==> src/rtl/window_scheduler_if.sv <==
// Window handler / correlator link of the window scheduler: fill-phase
// address path, handler kick and patch handshake, and the score stream.
interface window_scheduler_if #(
    parameter int ADDR_W  = 20,
    parameter int SCORE_W = 24
);
    logic [ADDR_W-1:0]  mem_addr;
    logic               wh_en;
    logic               wh_ack;
    logic [6:0]         wh_row;
    logic [6:0]         wh_col;
    logic               wh_window_ready;
    logic               wh_done;
    logic               wh_receive;
    logic               score_valid;
    logic [SCORE_W-1:0] score;

    // Scheduler side
    modport master (
        output mem_addr, wh_en, wh_receive,
        input  wh_ack, wh_row, wh_col, wh_window_ready, wh_done, score_valid, score
    );

    // Handler / correlator side
    modport slave (
        input  mem_addr, wh_en, wh_receive,
        output wh_ack, wh_row, wh_col, wh_window_ready, wh_done, score_valid, score
    );
endinterface

==> src/rtl/window_scheduler.sv <==
// Tile-level sequencer for the 80x80 search-window handler. Walks the frame
// tile by tile: generates fill addresses, kicks the handler, counts the 65x65
// streamed patches, tracks the minimum correlator score and reports it.
module window_scheduler #(
    parameter int IMG_W_WORDS = 160,
    parameter int TILES_X     = 8,
    parameter int TILES_Y     = 6,
    parameter int ADDR_W      = 20,
    parameter int SCORE_W     = 24
) (
    input  logic               clk,
    input  logic               rst,
    input  logic               start,
    input  logic [ADDR_W-1:0]  base_addr,
    output logic               busy,
    output logic               frame_done,
    window_scheduler_if.master bus,
    output logic               result_valid,
    output logic [2:0]         tile_x,
    output logic [2:0]         tile_y,
    output logic [SCORE_W-1:0] best_score,
    output logic [6:0]         best_dx,
    output logic [6:0]         best_dy,
    output logic               err
);

    localparam logic [12:0]       NPATCH     = 13'd4225;   // 65 x 65 patches per tile
    localparam logic [6:0]        LAST_OFS   = 7'd64;
    localparam logic [ADDR_W-1:0] PITCH      = ADDR_W'(IMG_W_WORDS);
    localparam logic [ADDR_W-1:0] TILE_ROWS  = ADDR_W'(80);
    localparam logic [ADDR_W-1:0] TILE_WORDS = ADDR_W'(20);
    localparam logic [2:0]        LAST_TX    = 3'(TILES_X - 1);
    localparam logic [2:0]        LAST_TY    = 3'(TILES_Y - 1);

    typedef enum logic [2:0] {
        IDLE   = 3'd0,
        KICK   = 3'd1,
        FILL   = 3'd2,
        STREAM = 3'd3,
        DRAIN  = 3'd4,
        REPORT = 3'd5
    } state_t;

    state_t             state;
    logic [ADDR_W-1:0]  base;
    logic [6:0]         px;
    logic [6:0]         py;
    logic [6:0]         sx;
    logic [6:0]         sy;
    logic [12:0]        patch_cnt;
    logic [12:0]        score_cnt;

    logic [ADDR_W-1:0]  row_s;
    logic [ADDR_W-1:0]  addr_s;
    logic [12:0]        patch_cnt_next_s;
    logic               patch_phase_s;

    // Fill address and patch acknowledge follow the handler combinationally
    always_comb begin
        row_s            = ADDR_W'(tile_y) * TILE_ROWS + ADDR_W'(bus.wh_row);
        addr_s           = base + row_s * PITCH + ADDR_W'(tile_x) * TILE_WORDS
                           + ADDR_W'(bus.wh_col);
        patch_phase_s    = (state == FILL) || (state == STREAM);
        patch_cnt_next_s = patch_cnt + {12'd0, bus.wh_window_ready};
        if (state == FILL) begin
            bus.mem_addr = addr_s;
        end else begin
            bus.mem_addr = {ADDR_W{1'b0}};
        end
        if (patch_phase_s) begin
            bus.wh_receive = bus.wh_window_ready;
        end else begin
            bus.wh_receive = 1'b0;
        end
    end

    // Tile sequencing FSM, patch/score counters and best-score tracking
    always_ff @(posedge clk) begin
        if (rst) begin
            state        <= IDLE;
            base         <= {ADDR_W{1'b0}};
            busy         <= 1'b0;
            frame_done   <= 1'b0;
            bus.wh_en    <= 1'b0;
            result_valid <= 1'b0;
            err          <= 1'b0;
            tile_x       <= 3'd0;
            tile_y       <= 3'd0;
            best_score   <= {SCORE_W{1'b1}};
            best_dx      <= 7'd0;
            best_dy      <= 7'd0;
            px           <= 7'd0;
            py           <= 7'd0;
            sx           <= 7'd0;
            sy           <= 7'd0;
            patch_cnt    <= 13'd0;
            score_cnt    <= 13'd0;
        end else begin
            result_valid <= 1'b0;
            frame_done   <= 1'b0;

            // Patches are counted on every handler presentation, including
            // the one that ends FILL.
            if (patch_phase_s && bus.wh_window_ready) begin
                patch_cnt <= patch_cnt_next_s;
                if (px == LAST_OFS) begin
                    px <= 7'd0;
                    py <= py + 7'd1;
                end else begin
                    px <= px + 7'd1;
                end
            end

            case (state)
                IDLE: begin
                    // busy covers the frame_done cycle; a start there is ignored
                    if (frame_done) begin
                        busy <= 1'b0;
                    end else if (start) begin
                        base      <= base_addr;
                        tile_x    <= 3'd0;
                        tile_y    <= 3'd0;
                        err       <= 1'b0;
                        busy      <= 1'b1;
                        bus.wh_en <= 1'b1;
                        state     <= KICK;
                    end
                end
                KICK: begin
                    if (bus.wh_ack) begin
                        bus.wh_en  <= 1'b0;
                        best_score <= {SCORE_W{1'b1}};
                        best_dx    <= 7'd0;
                        best_dy    <= 7'd0;
                        px         <= 7'd0;
                        py         <= 7'd0;
                        sx         <= 7'd0;
                        sy         <= 7'd0;
                        patch_cnt  <= 13'd0;
                        score_cnt  <= 13'd0;
                        state      <= FILL;
                    end
                end
                FILL: begin
                    if (bus.wh_window_ready) begin
                        state <= STREAM;
                    end
                end
                STREAM: begin
                    if (bus.wh_done) begin
                        if (patch_cnt_next_s != NPATCH) begin
                            err <= 1'b1;
                        end
                        state <= DRAIN;
                    end
                end
                DRAIN: begin
                    if (score_cnt == NPATCH) begin
                        result_valid <= 1'b1;
                        state        <= REPORT;
                    end
                end
                REPORT: begin
                    if (tile_x == LAST_TX) begin
                        tile_x <= 3'd0;
                        if (tile_y == LAST_TY) begin
                            tile_y     <= 3'd0;
                            frame_done <= 1'b1;
                            state      <= IDLE;
                        end else begin
                            tile_y    <= tile_y + 3'd1;
                            bus.wh_en <= 1'b1;
                            state     <= KICK;
                        end
                    end else begin
                        tile_x    <= tile_x + 3'd1;
                        bus.wh_en <= 1'b1;
                        state     <= KICK;
                    end
                end
                default: begin
                    state <= IDLE;
                end
            endcase

            // Scores arrive in patch order; a strict compare keeps the
            // earliest of equal minima. Stray scores only flag err.
            if (bus.score_valid) begin
                if ((state == STREAM) || (state == DRAIN)) begin
                    if (score_cnt == NPATCH) begin
                        err <= 1'b1;
                    end else begin
                        if (bus.score < best_score) begin
                            best_score <= bus.score;
                            best_dx    <= sx;
                            best_dy    <= sy;
                        end
                        score_cnt <= score_cnt + 13'd1;
                        if (sx == LAST_OFS) begin
                            sx <= 7'd0;
                            sy <= sy + 7'd1;
                        end else begin
                            sx <= sx + 7'd1;
                        end
                    end
                end else begin
                    err <= 1'b1;
                end
            end
        end
    end

endmodule

==> src/flat_wrapper.sv <==
// flat-port wrapper written by rule: the top's interface ports become plain ports
module window_scheduler_flat 
#(
    parameter int IMG_W_WORDS = 160,
    parameter int TILES_X     = 8,
    parameter int TILES_Y     = 6,
    parameter int ADDR_W      = 20,
    parameter int SCORE_W     = 24
)
  (clk, rst, start, base_addr, busy, frame_done, result_valid, tile_x, tile_y, best_score, best_dx, best_dy, err, bus_mem_addr, bus_wh_en, bus_wh_receive, bus_wh_ack, bus_wh_row, bus_wh_col, bus_wh_window_ready, bus_wh_done, bus_score_valid, bus_score);
  window_scheduler_if #(.ADDR_W(ADDR_W), .SCORE_W(SCORE_W)) bus_i ();
  input  logic clk;
  input  logic rst;
  input  logic start;
  input  logic [ADDR_W-1:0] base_addr;
  output logic busy;
  output logic frame_done;
  output logic result_valid;
  output logic [2:0] tile_x;
  output logic [2:0] tile_y;
  output logic [SCORE_W-1:0] best_score;
  output logic [6:0] best_dx;
  output logic [6:0] best_dy;
  output logic err;
  output wire logic [$bits(bus_i.mem_addr)-1:0] bus_mem_addr;
  output wire logic [$bits(bus_i.wh_en)-1:0] bus_wh_en;
  output wire logic [$bits(bus_i.wh_receive)-1:0] bus_wh_receive;
  input wire logic [$bits(bus_i.wh_ack)-1:0] bus_wh_ack;
  input wire logic [$bits(bus_i.wh_row)-1:0] bus_wh_row;
  input wire logic [$bits(bus_i.wh_col)-1:0] bus_wh_col;
  input wire logic [$bits(bus_i.wh_window_ready)-1:0] bus_wh_window_ready;
  input wire logic [$bits(bus_i.wh_done)-1:0] bus_wh_done;
  input wire logic [$bits(bus_i.score_valid)-1:0] bus_score_valid;
  input wire logic [$bits(bus_i.score)-1:0] bus_score;
  assign bus_mem_addr = bus_i.mem_addr;
  assign bus_wh_en = bus_i.wh_en;
  assign bus_wh_receive = bus_i.wh_receive;
  assign bus_i.wh_ack = bus_wh_ack;
  assign bus_i.wh_row = bus_wh_row;
  assign bus_i.wh_col = bus_wh_col;
  assign bus_i.wh_window_ready = bus_wh_window_ready;
  assign bus_i.wh_done = bus_wh_done;
  assign bus_i.score_valid = bus_score_valid;
  assign bus_i.score = bus_score;
  window_scheduler #(.IMG_W_WORDS(IMG_W_WORDS), .TILES_X(TILES_X), .TILES_Y(TILES_Y), .ADDR_W(ADDR_W), .SCORE_W(SCORE_W)) u_core (.clk(clk), .rst(rst), .start(start), .base_addr(base_addr), .busy(busy), .frame_done(frame_done), .bus(bus_i), .result_valid(result_valid), .tile_x(tile_x), .tile_y(tile_y), .best_score(best_score), .best_dx(best_dx), .best_dy(best_dy), .err(err));
endmodule
==> config.mk <==
export PLATFORM = sky130hd
export DESIGN_NAME = window_scheduler_flat
export DESIGN_NICKNAME = d
export VERILOG_FILES = /design/src/rtl/window_scheduler_if.sv /design/src/rtl/window_scheduler.sv /design/src/flat_wrapper.sv
export SDC_FILE = /design/constraint.sdc
export NUM_CORES = 1
export LEC_CHECK = 0
export ABC_AREA = 1
export CORE_MARGIN = 3
export CORE_UTILIZATION = 51
export CTS_BUF_LIST = sky130_fd_sc_hd__clkbuf_4 sky130_fd_sc_hd__clkbuf_8
export DETAILED_ROUTE_END_ITERATION = 6
export GPL_ROUTABILITY_DRIVEN = 0
export PLACE_DENSITY_LB_ADDON = 0.3
export SYNTH_ARGS = -nofsm -noshare
export SYNTH_HDL_FRONTEND = slang
export SYNTH_SLANG_ARGS = --single-unit
==> constraint.sdc <==
create_clock -name clk -period 6.69 [get_ports clk]
set_input_delay 1.338 -clock clk [delete_from_list [all_inputs] [get_ports clk]]
set_output_delay 1.338 -clock clk [all_outputs]
set_load 0.05 [all_outputs]
==> impl_results.md <==
* Worst Setup SP: bus_wh_row[1]
* CTS root buffer: clkbuf_8
* Post-Synthesis Cells at 1140
* RR Endpoint: u_core.best_dx[6]$_SDFF_PP0_
* # IOs at 135
* Final core occ at 71.18%
* Antenna Diode Count at 0
* Register area at 0.002242 mm^2
* Initial antenna violation count at 1
* Multi-input gate area at 0.005736 mm^2
* DR pass1 iterations at 5
* Initial DRC count at 442
* Die W at 132.0 um
* WL final at 22.68 mm
* Commonest cells after routing, fill and taps aside: nand2_1, nor2_1, inv_1, clkdlybuf4s50_1, dfxtp_1
* Pin count of the biggest net entering global routing at 34
* Vias at 8104
* Status: finished clean
* Total power at 3998 uW
* Non-filler cells, final at 1532
* Final Hold Viols at 0
* Worst-Margin Slew at 0.6397 ns
* Crit path capture: bus_mem_addr[15]
* Synth Register Bits at 112
* Die outline height at 132.0 um
* Max Cap Viol at 0
* Ys flop type: dfxtp_1
* Overall routing resource usage at 24.72%
* Worst Hold Class: reg -> reg
* H-tree lvl count at 3
* Critical Path RT at 5.35 ns
* CTS max path bufs at 2
* Setup slack, reg-to-reg at 4.26 ns
* RSZ-0062 raised after global routing: true
* TritonCTS clock tree: yes
* Pleak at 0.005112 uW
* Placement Rows at 45
* Tmin final at 6.677 ns
* HPWL after DPL at 15.88 mm
* Clock latency on the worst-skew pair at 0.41 ns
* Kind of critical path: in -> out
* First-pass GRT wire length at 36.09 mm
* Layout cells sized above 1 at 18.62%
* Worst Path Max Fanout at 4
* Avg Vias per Cell at 5.290
* Worst setup EP type: output port
* CP Data Arrival Time at 5.34 ns
* Hold Path Origin: u_core.best_dx[3]$_SDFF_PP0_
* Clock net sink count at 112
* Pwr/cell area at 365.4 mW/mm^2
* Reg2Reg Launch Point: u_core.best_score[23]$_SDFF_PP1_
* Worst-case reg-to-reg path depth at 12
* Max Freq at 149.8 MHz
* Synthesized net count at 1319
* Antenna viol nets, final at 0
* EDFF count, synth at 0
* Syn. warnings at 0
* IO Port Bufs at 134
* Number of global-route vias before repair at 7737
* Inst Count DP at 1515
* Sequential cell area fraction in the yosys report at 27.71%
* Clk slew on worst S/H paths at 0.11 ns
* Tcrit/Tclk final at 99.81%
* Initial core utilization at 52.63%
* Total gr overflow at 0
* Mapped Avg Cell Area at 7.097 um^2
* Setup_tns at 0 ns
* Commonest non-fill, non-tap cell in the layout: nand2_1
* FFs w/ async S/R, synth at 0%
* Core area at 0.01537 mm^2
* Synth cell types at 51
* Post-Syn Area at 0.008090 mm^2
* Final setup viols at 0
* Area Overhead vs Synth at 35.25%
* Die area at 0.01741 mm^2
* Nets at 1495
* Routed WL per cell at 14.81 um
* Worst setup SP type: primary input
* Clock Skews at 0.02274 ns
* Hold buffers post-CTS at 0
* Max-slew violations at 0
* Worst vdd ir at 0.0003691 V
* Relative slew slack at 57.25%
* Total CTS buffers at 9
* Filler instances at 1164
* Remaining DRCs at 0
timing repair:
action,4_1_cts,5_1_grt
cloned,0,0
endpoints found under the setup margin,8,7
hold endpoints to repair,0,0
buffers inserted,1,0
pin swaps,38,27
resized for setup,70,44
logic make-up after synthesis:
group / after synthesis / synth area share [%]
compound gates: 190 / 13.38
xor+xnor: 19 / 2.057
simple gates: 515 / 28.44
buf+inv: 189 / 9.635
flops: 112 / 27.71
mux: 1 / 0.1237
fa+ha+maj: 114 / 18.65
report_power, final:
group / total (uW) / leakage (uW) / switching, uW / internal [uW]
logic: 2700 / 0.00409 / 1570 / 1120
registers: 848 / 0.000912 / 83.2 / 765
clock network: 454 / 0.000111 / 270 / 184
cell type report:
cell class,count,share of cell area [%]
Multi-Input combinational cell,839,52.42
Timing Repair Buffer,190,17.03
Clock buffer,9,1.132
Inverter,164,5.649
Tap cell,211,2.413
Sequential cell,112,20.49
Clock inverter,7,0.8691
sequential cells by signal (all words and copies together), names as in the netlist, 3 cells and up:
register and flops:
u_core.state 3, u_core.patch_cnt 13, u_core.tile_x 3, u_core.sx 7, u_core.score_cnt 13, u_core.base 20
u_core.best_dy 7, u_core.best_dx 7, u_core.best_score 24, u_core.tile_y 3, u_core.sy 7
worst min path at each step:
| stage | end | slack (ns) | depth (start not counted) |
|---|---|---|---|
| finish | u_core.best_dx[3]$_SDFF_PP0_ | 0.45 | 2 |
| global route | u_core.best_dx[3]$_SDFF_PP0_ | 0.47 | 2 |
| CTS | u_core.best_dx[3]$_SDFF_PP0_ | 0.45 | 2 |
| detailed placement | u_core.best_dx[3]$_SDFF_PP0_ | 0.43 | 2 |
| global placement | u_core.best_dx[6]$_SDFF_PP0_ | 0.43 | 2 |
| floorplan | u_core.best_dy[6]$_SDFF_PP0_ | 0.45 | 2 |
metrics by stage:
stage,area (um^2),worst slack [ns],hold slack (ns)
final,10940,0.01300,0.4509
after global routing,10940,-0.1351,0.4676
after CTS,10750,0.01167,0.4544
after detailed placement,10070,-0.6519,0.4312
after global placement,10070,-0.4772,0.4265
after floorplan,8123,-0.1481,0.4526
worst max-delay path, cell delays in order:
cell	delay (ns)
clkdlybuf4s50_1	0.48
ha_1	0.32
ha_1	0.17
inv_1	0.06
fa_2	0.37
buf_4	0.15
xnor2_1	0.20
ha_1	0.29
ha_1	0.30
ha_1	0.38
nand2_1	0.14
buf_4	0.16
nor2_1	0.21
nand3_1	0.16
nand2_1	0.14
nor2_1	0.08
nor3b_4	0.22
buf_12	0.17
per-layer routing:
metal  track usage [%]  up-vias  wire length [um]
li1                  -     4056                 -
met5                 0        -                13
met1             29.77     3685              9351
met2             44.01      287             11240
met3             5.038       74              1334
met4             8.110        2               742
Yosys cell counts (5+ instances only):
master    number  area share (%)
a211oi_1       8            0.74
a21oi_1       78             4.8
a21oi_2        8            0.87
buf_2          5            0.31
buf_6          7            0.97
clkbuf_1      10            0.46
dfxtp_1      112              28
fa_1          11             2.7
ha_1         103              16
inv_1        154             7.1
inv_2         10            0.46
nand2_1      222              10
nand3_1       45             2.8
nand3b_1       9            0.84
nand4_1       14             1.1
nor2_1       158             7.3
nor2_2        21             1.6
nor3_1        16            0.99
o21ai_0       63             3.9
o21ai_1        6            0.37
xnor2_1        7            0.76
xor2_1        12             1.3
Note: power is estimated with default switching activity, not from simulation.
